--- src/rtl/nic_core.sv ---
// CPU-facing NIC: output FIFO toward the router's local port, a single-entry input buffer
// from the router, and a 2-bit register map. Optional drop counter under NIC_DROP_CNT_EN.
module nic_core #(
  parameter int PACKET_WIDTH = 64,
  parameter int OBUF_DEPTH   = 4
) (
  input  logic                    clk,
  input  logic                    reset,
  input  logic [1:0]              addr,
  input  logic [PACKET_WIDTH-1:0] d_in,
  output logic [PACKET_WIDTH-1:0] d_out,
  input  logic                    nicEn,
  input  logic                    nicEnWR,
  output logic                    net_so,
  input  logic                    net_ro,
  output logic [PACKET_WIDTH-1:0] net_do,
  input  logic                    net_si,
  output logic                    net_ri,
  input  logic [PACKET_WIDTH-1:0] net_di
);

  localparam int PW = $clog2(OBUF_DEPTH);
  localparam logic [PW:0] PTR_ONE = 1;

  logic [PW:0]             r_wr_ptr;
  logic [PW:0]             r_rd_ptr;
  logic [PACKET_WIDTH-1:0] r_mem [OBUF_DEPTH];
  logic [PACKET_WIDTH-1:0] r_ibuf;
  logic                    r_ibuf_vld;

  logic                    w_full;
  logic                    w_empty;
  logic [PW:0]             w_count;
  logic                    w_wr;
  logic                    w_rd;
  logic                    w_push;
  logic                    w_pop;
  logic [PACKET_WIDTH-1:0] w_ostat;

  // Full/empty come from pre-edge pointers, so a push while full is dropped even if a pop lands too.
  assign w_full  = (r_wr_ptr[PW] != r_rd_ptr[PW]) && (r_wr_ptr[PW-1:0] == r_rd_ptr[PW-1:0]);
  assign w_empty = (r_wr_ptr == r_rd_ptr);
  assign w_count = r_wr_ptr - r_rd_ptr;

  assign w_wr   = nicEn & nicEnWR;
  assign w_rd   = nicEn & ~nicEnWR;
  assign w_push = w_wr && (addr == 2'b10) && !w_full;
  assign w_pop  = !w_empty && net_ro;

  assign net_so = !w_empty;
  assign net_do = w_empty ? '0 : r_mem[r_rd_ptr[PW-1:0]];
  assign net_ri = !r_ibuf_vld;

`ifdef NIC_DROP_CNT_EN
  logic        w_drop;
  logic [15:0] r_drop_cnt;

  assign w_drop = w_wr && (addr == 2'b10) && w_full;

  always_ff @(posedge clk or negedge reset) begin
    if (!reset) begin
      r_drop_cnt <= '0;
    end else if (w_wr && (addr == 2'b11)) begin
      r_drop_cnt <= '0;
    end else if (w_drop && (r_drop_cnt != 16'hFFFF)) begin
      r_drop_cnt <= r_drop_cnt + 16'd1;
    end
  end
`endif

  always_comb begin
    w_ostat       = '0;
    w_ostat[0]    = w_full;
    w_ostat[1]    = w_empty;
    w_ostat[15:8] = 8'(w_count);
`ifdef NIC_DROP_CNT_EN
    w_ostat[31:16] = r_drop_cnt;
`endif
  end

  // Output FIFO pointers and storage
  always_ff @(posedge clk or negedge reset) begin
    if (!reset) begin
      r_wr_ptr <= '0;
      r_rd_ptr <= '0;
    end else begin
      if (w_push) r_wr_ptr <= r_wr_ptr + PTR_ONE;
      if (w_pop)  r_rd_ptr <= r_rd_ptr + PTR_ONE;
    end
  end

  always_ff @(posedge clk) begin
    if (w_push) r_mem[r_wr_ptr[PW-1:0]] <= d_in;
  end

  // Input buffer data is only visible through r_ibuf_vld, so it needs no reset
  always_ff @(posedge clk) begin
    if (net_si && !r_ibuf_vld) r_ibuf <= net_di;
  end

  // CPU read port and input-buffer occupancy; capture and CPU clear never coincide
  always_ff @(posedge clk or negedge reset) begin
    if (!reset) begin
      d_out      <= '0;
      r_ibuf_vld <= 1'b0;
    end else begin
      if (net_si && !r_ibuf_vld) r_ibuf_vld <= 1'b1;
      if (w_rd) begin
        case (addr)
          2'b00: begin
            d_out <= r_ibuf_vld ? r_ibuf : '0;
            if (r_ibuf_vld) r_ibuf_vld <= 1'b0;
          end
          2'b01:   d_out <= {{(PACKET_WIDTH-1){1'b0}}, r_ibuf_vld};
          2'b10:   d_out <= '0;
          default: d_out <= w_ostat;
        endcase
      end
    end
  end

endmodule

--- config.mk ---
export PLATFORM = sky130hd
export DESIGN_NAME = nic_core
export DESIGN_NICKNAME = d
export VERILOG_FILES = /design/src/rtl/nic_core.sv
export SDC_FILE = /design/constraint.sdc
export NUM_CORES = 1
export LEC_CHECK = 0
export ABC_AREA = 1
export CORE_ASPECT_RATIO = 1.1
export CORE_MARGIN = 3
export CORE_UTILIZATION = 53
export DETAILED_ROUTE_END_ITERATION = 10
export PLACE_DENSITY = 0.92
export SLEW_MARGIN = 20
export SYNTH_ARGS = -nofsm -noshare
export SYNTH_HDL_FRONTEND = slang
export SYNTH_SLANG_ARGS = --single-unit
--- constraint.sdc ---
create_clock -name clk -period 5.51 [get_ports clk]
set_input_delay 1.653 -clock clk [delete_from_list [all_inputs] [get_ports clk]]
set_output_delay 1.653 -clock clk [all_outputs]
set_load 0.02 [all_outputs]
Yosys cells after proc, flatten, opt, wreduce, memory -nomap -nowiden
Memory sizes are Yosys's and may differ from the RTL's.
Cells that the tools add are included.
{"block": "word_totals", "romBits": 0, "wordCells": 35, "n_memories": 1, "output_inout_bits": 130, "regBits": 135, "latchBits": 0, "mem_bits_rw": 256, "inputBits": 136}
{"block": "classes", "bitwise_logic": 3, "n_mux": 9, "n_reduce_logical": 9, "n_eq_ne": 5, "div_mod_pow": 0, "n_addsub": 3, "magnitude_cmp": 0, "n_mul": 0, "shift": 0}
{"memory": "r_mem", "words": 4, "width": 64, "rd": 1, "rd_ports_with_merged_regs": 0, "write_ports": 1, "line": "27", "rtl": "logic [PACKET_WIDTH-1:0] r_mem [OBUF_DEPTH];"}
{"op": "one-hot mux 64 bit (3 select lines)", "n": 1}
{"op": "2-to-1 mux 64 bit", "n": 2}
{"op": "adder 3 x 1 -> 3 bit, second input constant", "n": 2}
{"op": "2-to-1 mux 1 bit", "n": 6}
{"op": "logical AND 1 bit", "n": 5}
{"op": "equality test 3 bit", "n": 1}
{"op": "zero test 1 bit", "n": 3}
{"op": "subtractor 3 bit", "n": 1}
{"op": "AND 1 bit", "n": 2}
{"op": "equality test 2 x 1 -> 1 bit, second input constant", "n": 1}
{"op": "equality test 2 bit", "n": 1}
{"op": "equality test 2 bit, second input constant", "n": 1}
{"op": "zero test 2 bit", "n": 1}
{"op": "!= test 1 bit", "n": 1}
{"op": "inverter 1 bit", "n": 1}

Longest topological paths before layout
{"block": "logic_depth", "depth_word": 6, "depth_mapped": 9, "mapped_depth_nobuf": 8}

Worst setup path before layout
OpenSTA, ideal clock, no wires.
{"block": "synth_timing", "path_kind": "input to register", "from": "in addr[0]", "to": "mem r_mem[0][0] (enable)", "path_buffers": 0, "arrival_time_ns": 4.837, "stages": 5, "required_ns": 5.023, "slack_ns": 0.186, "setup_time_ns": 0.487, "path_cell_list": "inv_1 -> nand2_1 -> nor2_1 -> nand2_1 -> nor2_1"}
{"block": "synth_via", "elab_chain_len": 5}
{"element": "start, declared", "line": "9", "rtl": "input logic [1:0] addr,"}
{"element": "equality test 2 bit", "line": "47", "rtl": "assign w_push = w_wr && (addr == 2'b10) && !w_full;"}
{"element": "logical AND 1 bit (2 in a row)", "line": "47"}
{"element": "2-to-1 mux 1 bit", "line": "93", "rtl": "if (w_push) r_mem[r_wr_ptr[PW-1:0]] <= d_in;"}
{"element": "2-to-1 mux 1 bit (implied by the code)", "line": "93"}
{"element": "end, declared", "line": "27"}
Every way passes these cells.

Final worst setup path
{"block": "layout_timing", "from": "reg r_rd_ptr[0]", "to": "out net_do[0]"}
{"block": "layout_via", "elab_chain_len": 2, "elab_cells_between_ends": 3, "classes_between": "1 x eq/ne; 1 x mux; 1 x memory"}
{"element": "start, declared", "line": "26", "rtl": "logic [PW:0] r_rd_ptr;"}
{"element": "start signal, assigned", "line": "88", "rtl": "if (w_pop) r_rd_ptr <= r_rd_ptr + PTR_ONE;"}
{"element": "memory read (4 x 64 bit) / equality test 3 bit (equally long branches)"}
{"element": "2-to-1 mux 64 bit *", "line": "51", "rtl": "assign net_do = w_empty ? '0 : r_mem[r_rd_ptr[PW-1:0]];"}
{"element": "end, declared", "line": "16", "rtl": "output logic [PACKET_WIDTH-1:0] net_do,"}
Every way passes the cells marked *; elsewhere a longest branch is shown, timed or not.

==> results.md <==
* Outcome: finished clean
* GPL Wtd Cong at 0.794
* Critical Path Start Type: register
* Worst setup path class: reg2out
* CTS root buf: clkbuf_16
* Start of the worst register-to-register path: r_rd_ptr[0]
* Most common cell on crit path: nor2_1
* Share of layout cells above drive strength 1 at 9.23%
* Register area at 11400 µm²
* # rows at 64
* First-pass GRT wire length at 56000 µm
* Initial antenna violation count at 2
* Num ports at roughly 270
* Maxcap violations at 0
* Largest net degree at the start of global routing at 130
* ANT nets after route at 0
* DIE AREA at 30600 µm²
* Syn Nets at 1319
* FILL cells at 1790
* Pwr per Cell Area at just under 500 nW/µm²
* Gr usage total at 23.2%
* Skew final at about 0.018 ns
* DIE WIDTH at approximately 170 µm
* Max-slew violation count at 0
* R2R Setup Slk at 3.06 ns
* NumNets Final at between 1500 and 2000
* Drt wl/cell at 19.6 µm
* CTS Hold Bufs at 0
* Cell breakdown of the critical path: buf_4, nor2_1, nor2_1, o21ai_0, a21oi_1, clkdlybuf4s50_1
* Drt pass-1 iters at 5
* Area added between synthesis and finish at 27.8%
* Clk sinks at 391
* Port bufs at 265
* Worst Setup End Kind: output port
* Number of synthesized register bits at 391
* Worst R2R End: r_mem[0][60]
* Worst-Skew Late Latency at about 0.52 ns
* Fin Setup TNS at 0 ns
* Syn Area/Cell at approximately 13 µm²
* Util after Layout at between 60 and 70%
* # setup viols final at 0
* Clk pin slew, worst setup/hold paths at approximately 0.06 ns
* CTS resizes at 0
* Num CTS Buffers at 40
* Final Hold Vio Count at 0
* Critical-path top delay cell: buf_4
* Hold crit path type: reg2reg
* CP max stage delay at around 0.90 ns
* Peak supply drop at 0.000370 V
* Area of the multi-input gates at 3130 µm²
* Total power at 9.54 mW
* Period utilisation layout at between 90 and 100%
* Hold wc startpoint: d_out[27]
* Area share of the largest cell type after synthesis at 63.5%
* Via/cell ratio at 5.48
* RSZ-0062 raised after global routing: no
* Cell taking the most area after synthesis: edfxtp_1
* Initial Util at 54.1%
* Die Y at 183 µm
* Synth Warn # at 0
* Final wirelength at 35900 µm
* Worst slew pin tran at 1.12 ns
* Post-synthesis cell type count at 26
* Mapped cell area at 15100 µm²
* WP data required at between 3 and 4 ns
* Gr ovfl total at 0
* Largest cells by area after synthesis: edfxtp_1 (64%), dfrtp_1 (12%), nor2_1 (6.7%)
* R2r worst-path depth at 5
* Max H-tree Level at 2
* CTS tree: done
* Seq/Total Area, Yosys at 75.3%
* Worst slew margin at 25.2%
* DP HPWL at 21400 µm
* Worst hold endpoint: d_out[27]
* Fmax at 0.196 GHz
* Most frequent cells in the layout: edfxtp_1 (320), nor2_1 (267), clkdlybuf4s50_1 (264)
* CTS Buffer Depth at 3
* Crit path time final at 5.11 ns
* Cells after Synth at approximately 1200
* Hold path cells at 2
* CP max FO at 104
* Crit path DAT at between 3 and 4 ns
* Most common cell after layout, fill and taps aside: edfxtp_1
* Static Leak at 7.11 nW
* Post-route DRC at 0
* Buffer count from post-CTS setup fixing at 0
* Core area at 27900 µm²
* Vias post-DR at roughly 10000
* Vias in the first global route at ~10000
* Drt initial violations at 1106
## layout make-up
cell class,count,area share [%]
multi-input combinational,645,16.2
clock inverter,16,0.582
tap,363,2.35
clock buffer,53,5.70
timing repair buffer,279,14.7
antenna,3,0.0388
inverter,78,1.53
sequential,391,58.9
## synthesized netlist by cell type (all sizes together)
cell	instances
edfxtp	320
nor2	275
o21ai	187
nand2	85
inv	78
a21oi	72
dfrtp	71
buf	44
clkbuf	17
nand3	12
ha	7
xor2	2
fa	1
nand3b	1
nand4	1
o21a	1
or2	1
## per-layer routing
layer	vias up	routed length, µm	track usage [%]
met5	-	15	0
met4	2	816	6.63
met3	66	4030	7.72
met2	517	17800	39.9
met1	4875	13200	28.3
li1	4561	-	-
## worst max-delay path by stage
stage                       end  cells after the start   startpoint  slack, ns
global route         net_do[29]                      6  r_rd_ptr[0]       0.22
global placement      net_do[6]                      6  r_rd_ptr[0]       1.15
floorplan           r_mem[0][0]                      5      addr[0]       0.19
detailed placement    net_do[0]                      6  r_rd_ptr[0]       0.97
CTS                   net_do[0]                      6  r_rd_ptr[0]       0.41
finish                net_do[0]                      6  r_rd_ptr[0]       0.40
## flip-flops by register name, summed over array words and instances, names as in the netlist
signal	count
d_out	64
r_ibuf	64
r_ibuf_vld	1
r_mem	256
r_rd_ptr	3
r_wr_ptr	3
## power breakdown
| part | leakage [nW] | switching [mW] | internal, mW | total, mW |
|---|---|---|---|---|
| combinational | 2.69 | 2.17 | 1.43 | 3.60 |
| sequential | 3.83 | 0.0928 | 3.33 | 3.43 |
| clock | 0.593 | 1.06 | 1.45 | 2.51 |
| total | 7.11 | 3.32 | 6.22 | 9.54 |
## worst max-delay path, delay by kind of cell, from the launching register on
kind / cells / cell delay, ns
buf+inv: 2 / 1.54
simple gates: 2 / 0.33
compound gates: 2 / 0.38
flops: 1 / 0.63
## cells by family after synthesis
kind of cell	count (synthesis)	share of synthesized area [%]
AO/OA/AOI/OAI	260	9.91
adder cells (fa/ha/maj)	8	0.711
XOR/XNOR	2	0.116
flip-flops	391	75.3
AND/OR/NAND/NOR	375	9.69
buffers and inverters	139	4.30
## per-stage QoR
stage               area [µm²]  std cells  hold slack [ns]  setup slack (ns)
floorplan                15100       1175            0.475             0.186
global route             19300       1825            0.495             0.223
CTS                      19300       1824            0.484             0.411
detailed placement       18100       1755            0.469             0.975
finish                   19300       1828            0.481             0.398
global placement         18100       1755            0.464              1.15
Power figures use the tool's default switching activity.
